<file path="config.mk">
export PLATFORM = sky130hd
export DESIGN_NAME = countdown_run_ctrl
export DESIGN_NICKNAME = d
export VERILOG_FILES = /design/src/rtl/countdown_run_ctrl.sv
export SDC_FILE = /design/constraint.sdc
export NUM_CORES = 1
export LEC_CHECK = 0
export CORE_ASPECT_RATIO = 0.9
export CORE_MARGIN = 1
export CORE_UTILIZATION = 53
export DETAILED_ROUTE_END_ITERATION = 7
export PLACE_DENSITY_LB_ADDON = 0.1
export SYNTH_ARGS = -nofsm -noshare
export SYNTH_HDL_FRONTEND = slang
export SYNTH_SLANG_ARGS = --single-unit
</file>
<file path="constraint.sdc">
create_clock -name clk -period 3.1 [get_ports clk]
set_input_delay 0.465 -clock clk [delete_from_list [all_inputs] [get_ports clk]]
set_output_delay 0.465 -clock clk [all_outputs]
set_load 0.01 [all_outputs]
</file>
<file path="src/rtl/countdown_run_ctrl.sv">
// Countdown run controller: loads a clamped BCD preset, counts it down at one
// tick per TICK_DIV clocks, and manages pause, abort and the end-of-count alarm.
module countdown_run_ctrl #(
    parameter int TICK_DIV  = 100000000,
    parameter int ALARM_SEC = 10,
    parameter int MODE_ID   = 7
) (
    input  logic        clk,
    input  logic        rst,
    input  logic [3:0]  mode,
    input  logic        go,
    input  logic [31:0] set_time,
    input  logic        pause,
    input  logic        clear,
    output logic [31:0] disp,
    output logic        running,
    output logic        done,
    output logic        alarm,
    output logic        sec_tick
);

    localparam int PW = (TICK_DIV > 1) ? $clog2(TICK_DIV) : 1;
    localparam int AW = (ALARM_SEC > 0) ? $clog2(ALARM_SEC + 1) : 1;
    localparam logic [PW-1:0] TICK_LAST = PW'(TICK_DIV - 1);
    localparam logic [AW-1:0] ALARM_MAX = AW'(ALARM_SEC);
    // Per-digit maximum, ordered {h10,h1,m10,m1,s10,s1}; doubles as the load clamp.
    localparam logic [23:0] DIGIT_MAX = 24'h995959;

    typedef enum logic [1:0] {IDLE, RUN, PAUSE, DONE} state_t;

    state_t         state;
    logic [PW-1:0]  prescaler;
    logic [23:0]    digits;
    logic           go_q;
    logic [AW-1:0]  alarm_cnt;

    logic           rise;
    logic           abort;
    logic           tick;
    logic [23:0]    loaded;
    logic [23:0]    digits_dec;

    function automatic logic [23:0] clamp_load(input logic [31:0] t);
        logic [23:0] raw;
        logic [23:0] res;
        raw = {t[31:24], t[19:12], t[7:0]};
        res = '0;
        for (int i = 0; i < 6; i++) begin
            res[i*4 +: 4] = (raw[i*4 +: 4] > DIGIT_MAX[i*4 +: 4]) ? DIGIT_MAX[i*4 +: 4]
                                                                 : raw[i*4 +: 4];
        end
        return res;
    endfunction

    function automatic logic [23:0] bcd_dec(input logic [23:0] d);
        logic [23:0] res;
        logic        borrow;
        res    = d;
        borrow = 1'b1;
        for (int i = 0; i < 6; i++) begin
            if (borrow) begin
                if (d[i*4 +: 4] == 4'd0) begin
                    res[i*4 +: 4] = DIGIT_MAX[i*4 +: 4];
                end else begin
                    res[i*4 +: 4] = d[i*4 +: 4] - 4'd1;
                    borrow        = 1'b0;
                end
            end
        end
        return res;
    endfunction

    assign rise       = go & ~go_q;
    assign abort      = clear | (~go & go_q);
    assign tick       = (prescaler == TICK_LAST);
    assign loaded     = clamp_load(set_time);
    assign digits_dec = bcd_dec(digits);
    assign sec_tick   = ~rst & (state == RUN) & tick & ~abort;

    always_comb begin
        disp = set_time;
        if (state != IDLE) begin
            disp = {digits[23:16], 4'hF, digits[15:8], 4'hF, digits[7:0]};
        end
    end

    always_ff @(posedge clk) begin
        if (rst) begin
            state     <= IDLE;
            prescaler <= '0;
            digits    <= '0;
            go_q      <= 1'b0;
            alarm_cnt <= '0;
            running   <= 1'b0;
            done      <= 1'b0;
            alarm     <= 1'b0;
        end else begin
            go_q <= go;
            case (state)
                IDLE: begin
                    if (rise && (mode == 4'(MODE_ID))) begin
                        digits    <= loaded;
                        prescaler <= '0;
                        alarm_cnt <= '0;
                        if (loaded == 24'd0) begin
                            state <= DONE;
                            done  <= 1'b1;
                            alarm <= (ALARM_SEC != 0);
                        end else begin
                            state   <= RUN;
                            running <= 1'b1;
                        end
                    end
                end
                // Reaching zero outranks a coincident pause: the count is finished.
                RUN: begin
                    if (abort) begin
                        state   <= IDLE;
                        running <= 1'b0;
                    end else if (tick) begin
                        prescaler <= '0;
                        digits    <= digits_dec;
                        if (digits_dec == 24'd0) begin
                            state     <= DONE;
                            running   <= 1'b0;
                            done      <= 1'b1;
                            alarm     <= (ALARM_SEC != 0);
                            alarm_cnt <= '0;
                        end else if (pause) begin
                            state   <= PAUSE;
                            running <= 1'b0;
                        end
                    end else begin
                        prescaler <= prescaler + 1'b1;
                        if (pause) begin
                            state   <= PAUSE;
                            running <= 1'b0;
                        end
                    end
                end
                PAUSE: begin
                    if (abort) begin
                        state <= IDLE;
                    end else if (pause) begin
                        state   <= RUN;
                        running <= 1'b1;
                    end
                end
                DONE: begin
                    if (abort) begin
                        state <= IDLE;
                        done  <= 1'b0;
                        alarm <= 1'b0;
                    end else if (tick) begin
                        prescaler <= '0;
                        if (alarm_cnt != ALARM_MAX) begin
                            alarm_cnt <= alarm_cnt + 1'b1;
                            if (alarm_cnt == ALARM_MAX - 1'b1) begin
                                alarm <= 1'b0;
                            end
                        end
                    end else begin
                        prescaler <= prescaler + 1'b1;
                    end
                end
                default: state <= IDLE;
            endcase
        end
    end

endmodule

</file>
After elaboration in Yosys (flattened, before gate mapping)
Cells that the tools add are included.

cells by class
  reduce and logical (&&, ||, !) cells = 23
  eq/ne operators = 24
  bitwise gates (word level) = 10
  mux-type cells = 74
  $lt $le $gt $ge = 6
  add/subtract/negate cells = 8

operator list
  kind                                                count
  two-way mux 4 bit                                   24
  two-way mux 27 bit                                  3
  two-way mux 24 bit                                  3
  one-hot mux 27 bit (2 select lines)                 1
  logical NOT 24 bit                                  2
  one-hot mux 24 bit (2 select lines)                 1
  two-way mux 32 bit                                  1
  adder 27 x 1 -> 27 bit, second input constant       1
  == test 27 bit, second input constant               1
  two-way mux 1 bit                                   27
  logical NOT 4 bit                                   6
  != test 2 bit, second input constant                12
  subtractor 4 x 1 -> 4 bit, second input constant    6
  two-way mux 2 bit                                   9
  > comparator 4 bit, second input constant           4
  != test 3 bit, second input constant                4
  one-hot mux 4 bit (3 select lines)                  1
  one-hot mux 1 bit (3 select lines)                  3
  AND reduction 9 bit                                 1
  > comparator 4 x 3 -> 1 bit, second input constant  2
  one-hot mux 2 bit (4 select lines)                  1
  AND reduction 8 bit                                 1
  AND reduction 7 bit                                 1
  AND reduction 3 bit                                 2
  other kinds (17)                                    28

storage, ports and cells
  input bits = 41
  register bits after elaboration = 61
  output and inout port bits = 36

Depth between registers and ports, before layout
Gate-level depths: netlist of run 1.

  depth after elaboration = 12
  depth in mapped cells = 8
  mapped depth without buffers = 7

Worst setup path before layout of run 1
OpenSTA, ideal clock, no wires.

  kind = register -> register
  start = register digits[2]
  end = register digits[9]
  setup slack = 0.877 ns
  data required time = 2.966 ns
  setup time = 0.134 ns
  arrival = 2.089 ns
  cell stages (with the launch flop) = 7
  clock period less this slack = 2.223 ns
  buffers on the path = 0
  path through = dfxtp_1 or3_4 or3_4 or4_4 mux2_4 a211oi_2 a211oi_1

on the way
  longest elaborated chain between the ends = 7

ends and longest elaborated chain
  what                                 line  RTL
  start, declared                      33    logic [23:0] digits;
  start signal, assigned               102   digits <= loaded;
  start signal, assigned               122   digits <= digits_dec;
  logical NOT 4 bit                    62    if (d[i*4 +: 4] == 4'd0) begin
  two-way mux 1 bit                    62
  two-way mux 1 bit                    61    if (borrow) begin
  two-way mux 4 bit                    61
  two-way mux 24 bit                   120   end else if (tick) begin
  two-way mux 24 bit                   117   if (abort) begin
  one-hot mux 24 bit (2 select lines)  99    case (state)

Every way passes these cells. The select of a mux whose other input is x is not followed.
A chain may end at the register's enable or synchronous reset.

Worst setup path after layout of run 1
  start = register prescaler[12]
  end = output sec_tick

on the way
  longest elaborated chain between the ends = 3

ends and longest elaborated chain
  what                     line  RTL
  start, declared          32    logic [PW-1:0] prescaler;
  start signal, assigned   134   prescaler <= prescaler + 1'b1;
  start signal, assigned   163   prescaler <= prescaler + 1'b1;
  == test 27 bit           75    assign tick = (prescaler == TICK_LAST);
  AND 1 bit (2 in series)  78    assign sec_tick = ~rst & (state == RUN) & tick & ~abort;
  end, declared            19    output logic sec_tick

Every way passes these cells.

==> metrics.cfg, run 1 <==
[route]
wire_per_inst_um=17.1
viasPerCell=6.28
drt_iter0_markers=300
drtAntennaViolNets=0
drc_errors=0
finalWirelength_mm=12.1
vias=4428
firstDrtPassIters=5

[yosys]
synth-compound-area-share=0.219
syn_area_um2=4000
yosys_warnings=0
ys.flop_type=dfxtp_1
synth.avg_cell_area_um2=7.54
synthAdderAreaFrac=0.0125
ys_seq_area_frac=0.306
synth-xor-area-share=0.0482
synth_top_family_by_area=simple AND/OR/NAND/NOR gates
synthSimpleGateAreaFrac=0.309
synthesis.nets=575
synth_edf_count=0
async_reset_ff_frac=0
synthMuxAreaShare=0.0654
ys_ff_latch=61
syn_inst=530
synth_cell_types=63

[critical_path]
worstPathMaxFanout=6
start_kind=flop
r2r_start=digits[2]
critPathCaptureType=output pin
ff2ff_path_depth=6
r2r_slack_ps=430
cp.arrival_ps=2220
required_ps=2630
reg2reg_to=alarm_cnt[1]
crit_type=reg2out

[die]
initial_utilization=0.556
die_area_um2=7890
io_pins=77
die_h_um=84.4
rows=29
fp.dieW_um=93.5
core_um2=7180

[sta]
rsz0062_at_grt=no
clock_skew_ps=11.4
postLayoutSetupSlackWorst_ps=413
finalCritPeriodShare=0.867
drv_slew=0
fmax_mhz=372
tns_ps=0
min_period_ps=2690
worstMarginPinSlew_ps=1030
slew_headroom=0.313
hold_viol_final=0
setup_viol=0
fin_hold_ws_ps=479

[hold_path]
hold_path.class=reg2reg
hold_start=digits[15]
hold_path_end=digits[15]
min_path_cells=2

[global_routing]
grt_pass1_wl_mm=20.0
grt_antenna_before_repair=0
grt_max_degree=31
grt_pass1_vias=4096
globalRouteTotalUtil=0.318
grt_overflow=0

[clock_network]
htreeDepth=3
cts-root-buf=clkbuf_8
cts_tree=built
clk_pin_slew_ps=70
clk_latency_ps=350
cts_sinks=61
ctsHoldBuffers=0
cts_buffers=9
clockBufferDepth=2

[place]
pre_cts_ws_ps=384
routabilityCongestion=0.902
dp_hpwl_mm=8.72
dpl.cell_count=688
port_buffers=76

[layout]
layout_commonest_cell=clkdlybuf4s50_1
areaGrowthSynthToFinish_pct=27.4
fin_nets=652
drive_above_1_share=0.116
layout_common_cells=clkdlybuf4s50_1, nor2_1, dfxtp_1, nand2_1, a21oi_1
final_cell_count_no_fill=705
nFillCells=598
antenna_cells=0

[power]
p_per_area_nw_per_um2=337
p_leak_nw=1.75
ir_worst_vdd_uv=233
finalPower_mw=1.71

[status]
status=completed

[job]
maxCapViolCount=0

==> flip-flops by register name (all words and copies together), names as in the netlist <==
| register | cells |
|---|---|
| prescaler | 27 |
| digits | 24 |
| alarm_cnt | 4 |
| state | 2 |
| alarm | 1 |
| done | 1 |
| go_q | 1 |
| running | 1 |
==> cells in the mapped netlist, types with 3 or more instances <==
cell type	count	area share
or4_1	4	0.0075
nor3_1	19	0.024
a211oi_1	9	0.017
nor2b_1	4	0.0063
and3_1	6	0.0094
a22oi_1	3	0.0056
or2_2	4	0.0063
nor3b_1	3	0.0056
dfxtp_1	61	0.31
nand3_1	19	0.024
inv_1	13	0.012
xnor2_1	18	0.039
a21oi_1	42	0.053
nor2_1	73	0.069
o21a_1	3	0.0056
or3_1	12	0.019
a21o_1	6	0.011
o21ai_0	40	0.050
a211o_1	5	0.011
nor4_1	14	0.022
xor2_1	4	0.0088
mux2_2	21	0.059
buf_2	5	0.0063
nand2_1	46	0.043
o31ai_1	3	0.0056
nand4_1	10	0.016
o211ai_1	3	0.0056
buf_1	3	0.0028
clkbuf_1	18	0.017
nor4bb_1	3	0.0075
and2_1	4	0.0063
a31oi_1	8	0.013
ha_1	4	0.013
==> per-stage QoR <==
step	instance area, um^2	util
2_1_floorplan	4000	-
3_3_place_gp	4900	0.682
4_1_cts	5070	0.706
3_5_place_dp	4900	0.682
6_report	5090	0.709
5_1_grt	5090	0.709
==> critical path: stages, from the launching register on <==
cell            delay (ps)
dfxtp_1                370
or4b_4                 590
nor4_4                 390
and2_4                 220
and4_1                 160
dlymetal6s2s_1         150
==> area by class of cell <==
type,instances,area (um^2),area share
Timing Repair Buffer,93,903,0.177
Tap cell,93,116,0.0229
Clock inverter,6,38.8,0.00762
Multi-Input combinational cell,429,2620,0.515
Sequential cell,61,1220,0.240
Inverter,13,48.8,0.00958
Clock buffer,10,138,0.0270
==> routing by layer <==
metal	track usage	part of all wire	vias to the layer above
li1	-	-	2101
met1	0.450	0.45	2086
met2	0.482	0.45	219
met3	0.0688	0.091	22
met4	0.0965	0.015	0
met5	0	0	-
==> cell families (layout without fill, tap and decap cells) <==
group,Yosys count,count (layout)
compound gates,141,141
xor+xnor,22,22
fa+ha+maj,4,4
buf+inv,40,122
flops,61,61
mux,23,23
simple gates,239,239
==> power breakdown <==
part / internal [mW] / switching (mW)
clock: 0.308 / 0.338
combinational: 0.141 / 0.130
sequential: 0.789 / 0.00773
==> worst max-delay path by stage <==
stage,startpoint,cells after the start,to,slack [ps]
2_1_floorplan,digits[2],6,digits[9],880
3_3_place_gp,go,8,digits[8],440
3_5_place_dp,go,8,digits[8],380
4_1_cts,prescaler[8],5,sec_tick,30
5_1_grt,digits[5],6,alarm_cnt[1],250
6_report,prescaler[12],5,sec_tick,410
==> timing repair <==
item | in CTS | in global routing
resized for setup | 0 | 4
setup endpoints to repair | 0 | 1
hold endpoints to repair | 0 | 0
setup buffers | 0 | 1
Power figures use the tool's default switching activity.
==> run 2, diff against run 1 <==
- CAP_MARGIN: default -> 20
- CTS_CLUSTER_SIZE: default -> 40
==> results of run 2 <==
The final DEF is identical to that of run 1; final timing and power are the same.
